--- src/rtl/mem_access_stage.sv ---
// MEM stage of the RV64 pipeline. Issues loads/stores to data memory over a
// req/ack handshake, lane-aligns store data, extends load data, stalls the
// front of the pipe while an access is outstanding and feeds MEM_WB.
module mem_access_stage #(
    parameter int unsigned MAX_WAIT = 255
) (
    input  logic        clock,
    input  logic        reset,
    input  logic        valid_in,
    input  logic [63:0] alu_result_in,
    input  logic [63:0] store_data_in,
    input  logic [4:0]  rd_in,
    input  logic [2:0]  funct3_in,
    input  logic        mem_read_in,
    input  logic        mem_write_in,
    input  logic        mem_to_reg_in,
    input  logic        reg_write_in,
    output logic        dmem_req,
    output logic        dmem_we,
    output logic [63:0] dmem_addr,
    output logic [63:0] dmem_wdata,
    output logic [7:0]  dmem_wstrb,
    input  logic [63:0] dmem_rdata,
    input  logic        dmem_ack,
    output logic        stall,
    output logic [63:0] read_data,
    output logic [63:0] result,
    output logic [4:0]  rd,
    output logic        mem_to_reg_out,
    output logic        reg_write_out,
    output logic        misaligned,
    output logic        bus_error
);

    typedef enum logic [1:0] {StIdle, StBusy, StDone} state_e;

    state_e      state_q;
    logic [7:0]  wait_q;
    logic        fault_q;
    logic [63:0] addr_q;
    logic [63:0] wdata_q;
    logic [7:0]  wstrb_q;
    logic        we_q;
    logic [2:0]  funct3_q;
    logic [4:0]  rd_q;
    logic        mem_to_reg_q;
    logic        reg_write_q;
    logic [63:0] rdata_q;

    logic        memop;
    logic        illegal;
    logic        unaligned;
    logic        fault;
    logic [63:0] wdata_d;
    logic [7:0]  wstrb_d;
    logic [63:0] load_shifted;
    logic [63:0] load_ext;
    logic        timeout;

    assign memop   = valid_in & (mem_read_in | mem_write_in);
    assign timeout = (wait_q == 8'(MAX_WAIT)) & ~dmem_ack;

    // Classify the incoming access: illegal size or address not naturally aligned.
    always_comb begin
        illegal   = mem_write_in ? funct3_in[2] : (funct3_in == 3'b111);
        unaligned = 1'b0;
        case (funct3_in[1:0])
            2'd1:    unaligned = alu_result_in[0];
            2'd2:    unaligned = |alu_result_in[1:0];
            2'd3:    unaligned = |alu_result_in[2:0];
            default: unaligned = 1'b0;
        endcase
        fault = illegal | unaligned;
    end

    // Place store data and byte enables into the addressed lanes; loads use no strobes.
    always_comb begin
        wdata_d = store_data_in << {alu_result_in[2:0], 3'b000};
        wstrb_d = 8'h00;
        if (mem_write_in) begin
            case (funct3_in[1:0])
                2'd0:    wstrb_d = 8'h01 << alu_result_in[2:0];
                2'd1:    wstrb_d = 8'h03 << alu_result_in[2:0];
                2'd2:    wstrb_d = 8'h0F << alu_result_in[2:0];
                default: wstrb_d = 8'hFF;
            endcase
        end
    end

    // Pull the addressed element out of the returned doubleword and extend it.
    always_comb begin
        load_shifted = dmem_rdata >> {addr_q[2:0], 3'b000};
        case (funct3_q[1:0])
            2'd0:    load_ext = {{56{~funct3_q[2] & load_shifted[7]}}, load_shifted[7:0]};
            2'd1:    load_ext = {{48{~funct3_q[2] & load_shifted[15]}}, load_shifted[15:0]};
            2'd2:    load_ext = {{32{~funct3_q[2] & load_shifted[31]}}, load_shifted[31:0]};
            default: load_ext = load_shifted;
        endcase
    end

    // Access FSM: latch the op in IDLE, wait for ack (or time out) in BUSY, write back in DONE.
    always_ff @(posedge clock) begin
        if (reset) begin
            state_q      <= StIdle;
            wait_q       <= 8'd0;
            fault_q      <= 1'b0;
            addr_q       <= 64'd0;
            wdata_q      <= 64'd0;
            wstrb_q      <= 8'd0;
            we_q         <= 1'b0;
            funct3_q     <= 3'd0;
            rd_q         <= 5'd0;
            mem_to_reg_q <= 1'b0;
            reg_write_q  <= 1'b0;
            rdata_q      <= 64'd0;
        end else begin
            unique case (state_q)
                StIdle: begin
                    if (memop && !fault) begin
                        addr_q       <= alu_result_in;
                        wdata_q      <= wdata_d;
                        wstrb_q      <= wstrb_d;
                        we_q         <= mem_write_in;
                        funct3_q     <= funct3_in;
                        rd_q         <= rd_in;
                        mem_to_reg_q <= mem_to_reg_in;
                        reg_write_q  <= reg_write_in;
                        fault_q      <= 1'b0;
                        wait_q       <= 8'd0;
                        state_q      <= StBusy;
                    end
                end
                StBusy: begin
                    if (dmem_ack) begin
                        rdata_q <= load_ext;
                        state_q <= StDone;
                    end else if (timeout) begin
                        fault_q <= 1'b1;
                        state_q <= StDone;
                    end else begin
                        wait_q <= wait_q + 8'd1;
                    end
                end
                StDone: begin
                    state_q <= StIdle;
                end
                default: begin
                    state_q <= StIdle;
                end
            endcase
        end
    end

    assign dmem_req   = (state_q == StBusy);
    assign dmem_we    = we_q;
    assign dmem_addr  = {addr_q[63:3], 3'b000};
    assign dmem_wdata = wdata_q;
    assign dmem_wstrb = wstrb_q;
    assign misaligned = (state_q == StIdle) & memop & fault;
    assign bus_error  = (state_q == StBusy) & timeout;

    // MEM_WB-facing outputs: pass-through when idle, latched op while busy/done.
    always_comb begin
        stall          = 1'b0;
        reg_write_out  = 1'b0;
        result         = alu_result_in;
        rd             = rd_in;
        mem_to_reg_out = mem_to_reg_in;
        read_data      = rdata_q;
        unique case (state_q)
            StIdle: begin
                stall         = memop & ~fault;
                reg_write_out = valid_in & reg_write_in & ~memop;
            end
            StBusy: begin
                stall          = 1'b1;
                result         = addr_q;
                rd             = rd_q;
                mem_to_reg_out = mem_to_reg_q;
            end
            StDone: begin
                result         = addr_q;
                rd             = rd_q;
                mem_to_reg_out = mem_to_reg_q;
                reg_write_out  = reg_write_q & ~fault_q;
            end
            default: begin
                stall = 1'b0;
            end
        endcase
    end

endmodule

--- config.mk ---
export PLATFORM = sky130hd
export DESIGN_NAME = mem_access_stage
export DESIGN_NICKNAME = d
export VERILOG_FILES = /design/src/rtl/mem_access_stage.sv
export SDC_FILE = /design/constraint.sdc
export NUM_CORES = 1
export LEC_CHECK = 0
export ABC_AREA = 1
export CAP_MARGIN = 20
export CELL_PAD_IN_SITES_DETAIL_PLACEMENT = 0
export CELL_PAD_IN_SITES_GLOBAL_PLACEMENT = 1
export CORE_MARGIN = 2
export CORE_UTILIZATION = 33
export DETAILED_ROUTE_END_ITERATION = 12
export GPL_ROUTABILITY_DRIVEN = 0
export PLACE_DENSITY = 0.95
export SLEW_MARGIN = 20
export SYNTH_ARGS = -nofsm -noshare
export SYNTH_HDL_FRONTEND = slang
export SYNTH_SLANG_ARGS = --single-unit
export TNS_END_PERCENT = 20
--- constraint.sdc ---
create_clock -name clock -period 4.2 [get_ports clock]
set_clock_uncertainty 0.1 [all_clocks]
set_input_delay 0.42 -clock clock [delete_from_list [all_inputs] [get_ports clock]]
set_output_delay 0.42 -clock clock [all_outputs]
set_load 0.03 [all_outputs]
**After elaboration in Yosys (flattened, before gate mapping)**

Cells that the tools add are included.

- RAM bits: 0
- Register bits: 222
- Latch bits: 0
- Input port bits: 208
- Word-level logic and storage cells: 87
- Output and inout bits: 276
- ROM bits: 0
- Memories kept: 0

- Bitwise operators: 19
- $add $sub $neg: 1
- Shift-type cells: 5
- Multiplexer cells: 22
- Multipliers: 0
- $lt $le $gt $ge: 0
- Reductions and logical operators: 14
- Divide/modulo/power cells: 0
- Eq/ne operators: 14

Operators by type and width:

| cell | number |
|---|---|
| 64-bit case mux with 3 select lines | 1 |
| 64-bit 2-to-1 mux | 1 |
| 64-bit by 6-bit left shift with 64-bit output | 1 |
| 64-bit by 6-bit >> shifter with 64-bit output | 1 |
| 8-bit 2-to-1 mux | 4 |
| 8-bit case mux with 3 select lines | 1 |
| 8-bit case mux with 2 select lines | 1 |
| 1-bit AND | 12 |
| 8-bit by 1-bit adder with 8-bit output, second input constant | 1 |
| 2-bit == test, second input constant | 4 |
| 8-bit == test, second input constant | 1 |
| 4-bit AND reduction | 2 |
| 1-bit by 3-bit left shift with 8-bit output, first input constant | 1 |
| 2-bit by 3-bit left shift with 8-bit output, first input constant | 1 |
| 4-bit by 3-bit left shift with 8-bit output, first input constant | 1 |
| 2-bit by 1-bit == test with 1-bit output, second input constant | 3 |
| 2-bit logical NOT | 3 |
| 2-bit 2-to-1 mux | 3 |
| 2-bit inequality test, second input constant | 3 |
| 1-bit case mux with 2 select lines | 3 |
| 2-bit AND reduction | 3 |
| 1-bit 2-to-1 mux | 5 |
| 5-bit 2-to-1 mux | 1 |
| 1-bit inverter | 5 |
| other kinds (11) | 13 |

**Longest topological paths before layout**

Gate-level depths: netlist (run 1).

- Depth in word-level cells: 7
- Mapped depth: 13
- Gate-level depth less buffers: 12

**Least setup slack after synthesis (run 1)**

OpenSTA, ideal clock, no wires.

- Path kind: reg-to-output
- Start point: register state_q[1]
- End point: output bus_error
- Arrival: 2.217 ns
- Path slack: 1.463 ns
- Path buffers: 0
- Data required time: 3.680 ns
- Cell stages (with the launch flop): 5
- Path through: dfxtp_1 -> inv_1 -> ha_1 -> clkinv_1 -> nor4_1

- Longest elaborated chain between the ends: 2

RTL lines:

| item | RTL line | text |
|---|---|---|
| start: declaration | 37 | `state_e state_q;` |
| start signal: assignment | 104 | `state_q <= StIdle;` |
| start signal: assignment | 130 | `state_q <= StBusy;` |
| start signal: assignment | 136 | `state_q <= StDone;` |
| 2-bit by 1-bit == test with 1-bit output | n/a |  |
| named net dmem_req | 18 | `output logic dmem_req,` |
| 1-bit AND | 160 | `assign bus_error = (state_q == StBusy) & timeout;` |
| end: declaration | 32 | `output logic bus_error` |

The timed path passes the listed nets, and every way through them passes these cells.

**Worst setup path after layout (run 1)**

- Start point: register state_q[1]
- End point: output result[34]

- Longest elaborated chain between the ends: 3
- Elaborated cells between the ends (all ways): 4
- Those cells by class: eq/ne: 2; mux: 1; reduce/logical: 1

RTL lines:

| item | RTL line | text |
|---|---|---|
| 2-bit by 1-bit == test with 1-bit output / 2-bit == test (equally long branches) | 170 | `unique case (state_q)` |
| 2-bit OR reduction (no line) * | n/a |  |
| 64-bit 2-to-1 mux * | 170 |  |
| end: declaration | 27 | `output logic [63:0] result,` |

Every way passes the cells marked *; elsewhere a longest branch is shown, timed or not.

==> key figures, run 1 <==
Finish
  – Layout area overhead: 40.0%
  – Layout cells sized above 1: 4.88%
  – Filler cells: 4103
  – Core Util, Final: 46.5%
  – Final net count: 2677
  – Finished layout cell area: ~19000 um^2

Routing
  – DRT iter0 DRCs: 1367
  – DR DRC count: 0
  – Wirelength per Cell: 18.6 um
  – DRT Wirelength: 56200 um
  – Remaining antenna violation count: 0
  – Vias: 15700
  – TritonRoute pass-1 iters: 7
  – Via density: 5.20

Placed design
  – Cell area after placement: 17900 um^2
  – I/O Buffers: 480
  – Dpl hpwl: 40800 um

Timing
  – Final hold vios: 0
  – Rel. slew slack: 30.8%
  – Final worst-path cycle share: 87.5%
  – Final min period: 3.68 ns
  – Setup_tns: 0 ns
  – Max-slew violations: 0
  – RSZ-0062 raised after global routing: false
  – Slew @ Worst Pin: just over 1 ns
  – Final setup fails: 0
  – Fmax: 272 MHz

Run status
  – Status: finished, final reports clean

Global route
  – Total grt overflow: 0
  – Vias in the first global route: between 10000 and 15000
  – Largest net degree at the start of global routing: about 130
  – First-pass GRT wire length: 83500 um
  – Initial antenna violation count: 0
  – Total Routing Usage GR: around a quarter

Logic synthesis
  – Yosys warns: 0
  – Yosys top cell by area: dfxtp_1
  – Post-synth EDFFs: 0
  – Ys flop type: dfxtp_1
  – Yosys cell types: 37
  – Syn avg cell area: 6.26 um^2
  – Post-Synthesis Cells: 2154
  – Post-synthesis sequential area ratio: 33.0%
  – Top post-synthesis cells by area: dfxtp_1 (33%), nand2_1 (13%), o21ai_0 (10%)
  – Synthesized cell area: 13500 um^2
  – Post-synthesis register bit count: 222
  – Async set-or-reset flop fraction in the synthesized netlist: 0%
  – Post-synth top area share: between 30 and 40%

Clock network
  – CTS buffer count: 27
  – CTS tree: done
  – Hold_buf cts: 0
  – CTS resizes: 0
  – Max Buffers Root-to-Sink: 3
  – Clock H-tree levels: 1
  – Worst-Skew Late Latency: 0.56 ns
  – Clock sink count: 222
  – Post-CTS Repair Setup Buffers: 0
  – Clock root cell: clkbuf_16
  – Worst-path clk slew: 0.06 ns

Worst setup path
  – Critical path data required time: 3.68 ns
  – Crit-path cells: inv_1 -> ha_4 -> buf_12 -> nor2_1 -> a21oi_1 -> clkdlybuf4s50_1
  – Cell family with the largest share of critical-path delay: buffers and inverters
  – Critical Path Max Stage Delay: 0.74 ns
  – R2R depth: 9
  – Slowest-stage cell, CP: clkdlybuf4s50_1
  – Setup crit start kind: register
  – FF-to-FF setup slack: 1.03 ns
  – Crit path from: state_q[1]
  – Crit path max fanout: 66
  – CP endpoint: result[34]
  – Worst r2r src: state_q[1]
  – CP Depth: 6
  – Crit path buffers/inverters: 3
  – Worst setup path class: reg -> out
  – RR Endpoint: addr_q[39]
  – WP data arrival: 3.16 ns
  – Crit end category: output pin

Flow run
  – Max Cap Viol: 0

Floorplan
  – Starting Density: 33.2%
  – Die span in x: 206 um
  – I/O pin count: 484
  – # rows: 74
  – Die Ht: 206 um
  – Core area: 40600 um^2
  – Die area: 42500 um^2

Pwr
  – Internal: 5890 uW
  – Clock share of power: between 20% and 30%
  – Combinational share of power: 51.7%
  – Pwr Density: 557 nW/um^2
  – LEAKAGE: between 0.007 and 0.008 uW
  – Sequential power share: 24.9%
  – Sw frac: 44.0%
  – Sw Pwr: 4630 uW
  – Total power: 10500 uW
  – Worst-case vdd ir drop: 338 uV

Hold path
  – Worst min-delay path startpoint: alu_result_in[1]
  – HP Class: in -> reg
==> cells by family (layout without fill, tap and decap cells) <==
logic type / after synthesis / after routing / share of synthesized area, %
flip-flops: 222 / 222 / 33.0
multiplexers: 8 / 8 / 0.594
buffers and inverters: 434 / 759 / 15.2
adder cells (fa/ha/maj): 8 / 8 / 0.743
AO/OA/AOI/OAI: 597 / 597 / 23.4
AND/OR/NAND/NOR: 884 / 884 / 27.1
other: 1 / 4 / 0.0278
==> metal layers <==
layer / share of wire, % / track usage, %
met1: 40 / 30.9
met2: 47 / 43.2
met3: 8.8 / 4.78
met4: 4.3 / 11.2
met5: 0 / 0
==> Yosys cell counts, types with 3 or more instances <==
library cell    n
dfxtp_1       222
and2_1          3
a2bb2oi_1       6
nand2_1       465
mux2i_1         8
ha_1            8
nand4_1        31
o21ai_0       275
a21oi_2        10
buf_2          61
or2_2          13
buf_1          10
inv_2           7
inv_1         195
a21oi_1       252
buf_4          71
buf_6          10
o211ai_1       36
clkbuf_1       77
nand3_1       100
o21a_1          3
nor3_1          7
o21ai_1        12
nor2_1        255
==> layout by cell type, fill, tap and decap left out, drive strengths merged <==
cell           count
buf               31
conb               3
nor3               7
clkinv            10
a2bb2oi            6
clkdlybuf4s50    475
o211ai            36
nand4             31
o21ai            287
a21boi             1
nand2            467
inv              202
o211a              1
dfxtp            222
a21oi            262
a22oi              1
nor2             259
bufinv             3
diode              1
nor3b              1
nor4               1
clkbuf            35
and2               3
ha                 8
or2               13
o21a               3
nand3            102
clkinvlp           3
mux2i              8
==> per-stage QoR <==
stage	hold WS (ns)	worst slack, ns	std cells
after detailed placement	0.345	0.146	2963
after CTS	0.229	0.521	3012
after floorplan	0.330	1.46	2156
after global placement	0.340	0.285	2963
after global routing	0.250	0.355	3013
final	0.248	0.525	3014
==> cell type report <==
cell class / count / area (um^2) / share of cell area, %
clock buffers: 35 / 776 / 4.11
multi-input cells: 1500 / 7010 / 37.1
repair buffers: 506 / 5040 / 26.7
well taps: 532 / 666 / 3.53
clock inverters: 14 / 160 / 0.849
diodes: 1 / 2.50 / 0.0133
flip-flops and latches: 222 / 4450 / 23.6
inverters: 204 / 767 / 4.06
==> sequential cells by signal (all words and copies together) (netlist names), 2 cells and up <==
register,cells
addr_q,64
dmem_wdata,64
dmem_wstrb,8
funct3_q,3
rd_q,5
read_data,64
state_q,2
wait_q,8
==> worst min-delay path by stage <==
stage / cells after the start / end / slack (ns)
after floorplan: 2 / mem_to_reg_q / 0.33
after global placement: 2 / rd_q[3] / 0.34
after detailed placement: 2 / rd_q[4] / 0.35
after CTS: 6 / dmem_wdata[39] / 0.23
after global routing: 6 / dmem_wdata[39] / 0.25
final: 6 / dmem_wdata[39] / 0.25
==> power groups by stage <==
stage | sequential (uW) | clock, uW | combinational, uW
finish | 2620 | 2460 | 5430
global route | 2650 | 2610 | 5770
CTS | 2610 | 2520 | 5430
detailed placement | 2650 | 0 | 5400
global placement | 2650 | 0 | 5350
floorplan | 2980 | 0 | 2970
==> worst min-delay path, cell delays in order <==
cell and delay (ns):
buf_2 0.14, nor2_8 0.05, nand3_1 0.08, nand2_1 0.06, nand2_1 0.06, a21oi_1 0.06
No activity file was read; power rests on OpenSTA's default activity.
==> inputs of run 2 (changes only) <==
--- a/config.mk
+++ b/config.mk
@@ -11,6 +11,7 @@
 export CELL_PAD_IN_SITES_GLOBAL_PLACEMENT = 1
 export CORE_MARGIN = 2
 export CORE_UTILIZATION = 33
+export CTS_CLUSTER_DIAMETER = 120
 export DETAILED_ROUTE_END_ITERATION = 12
 export GPL_ROUTABILITY_DRIVEN = 0
 export PLACE_DENSITY = 0.95
==> results of run 2 <==
The final DEF is identical to that of run 1; final timing and power are the same.
==> inputs of run 3 (changes only) <==
--- a/config.mk
+++ b/config.mk
@@ -14,6 +14,7 @@
 export CTS_CLUSTER_DIAMETER = 120
 export DETAILED_ROUTE_END_ITERATION = 12
 export GPL_ROUTABILITY_DRIVEN = 0
+export HOLD_SLACK_MARGIN = 0.02
 export PLACE_DENSITY = 0.95
 export SLEW_MARGIN = 20
 export SYNTH_ARGS = -nofsm -noshare
==> results of run 3 <==
The final DEF is identical to that of run 1; final timing and power are the same.
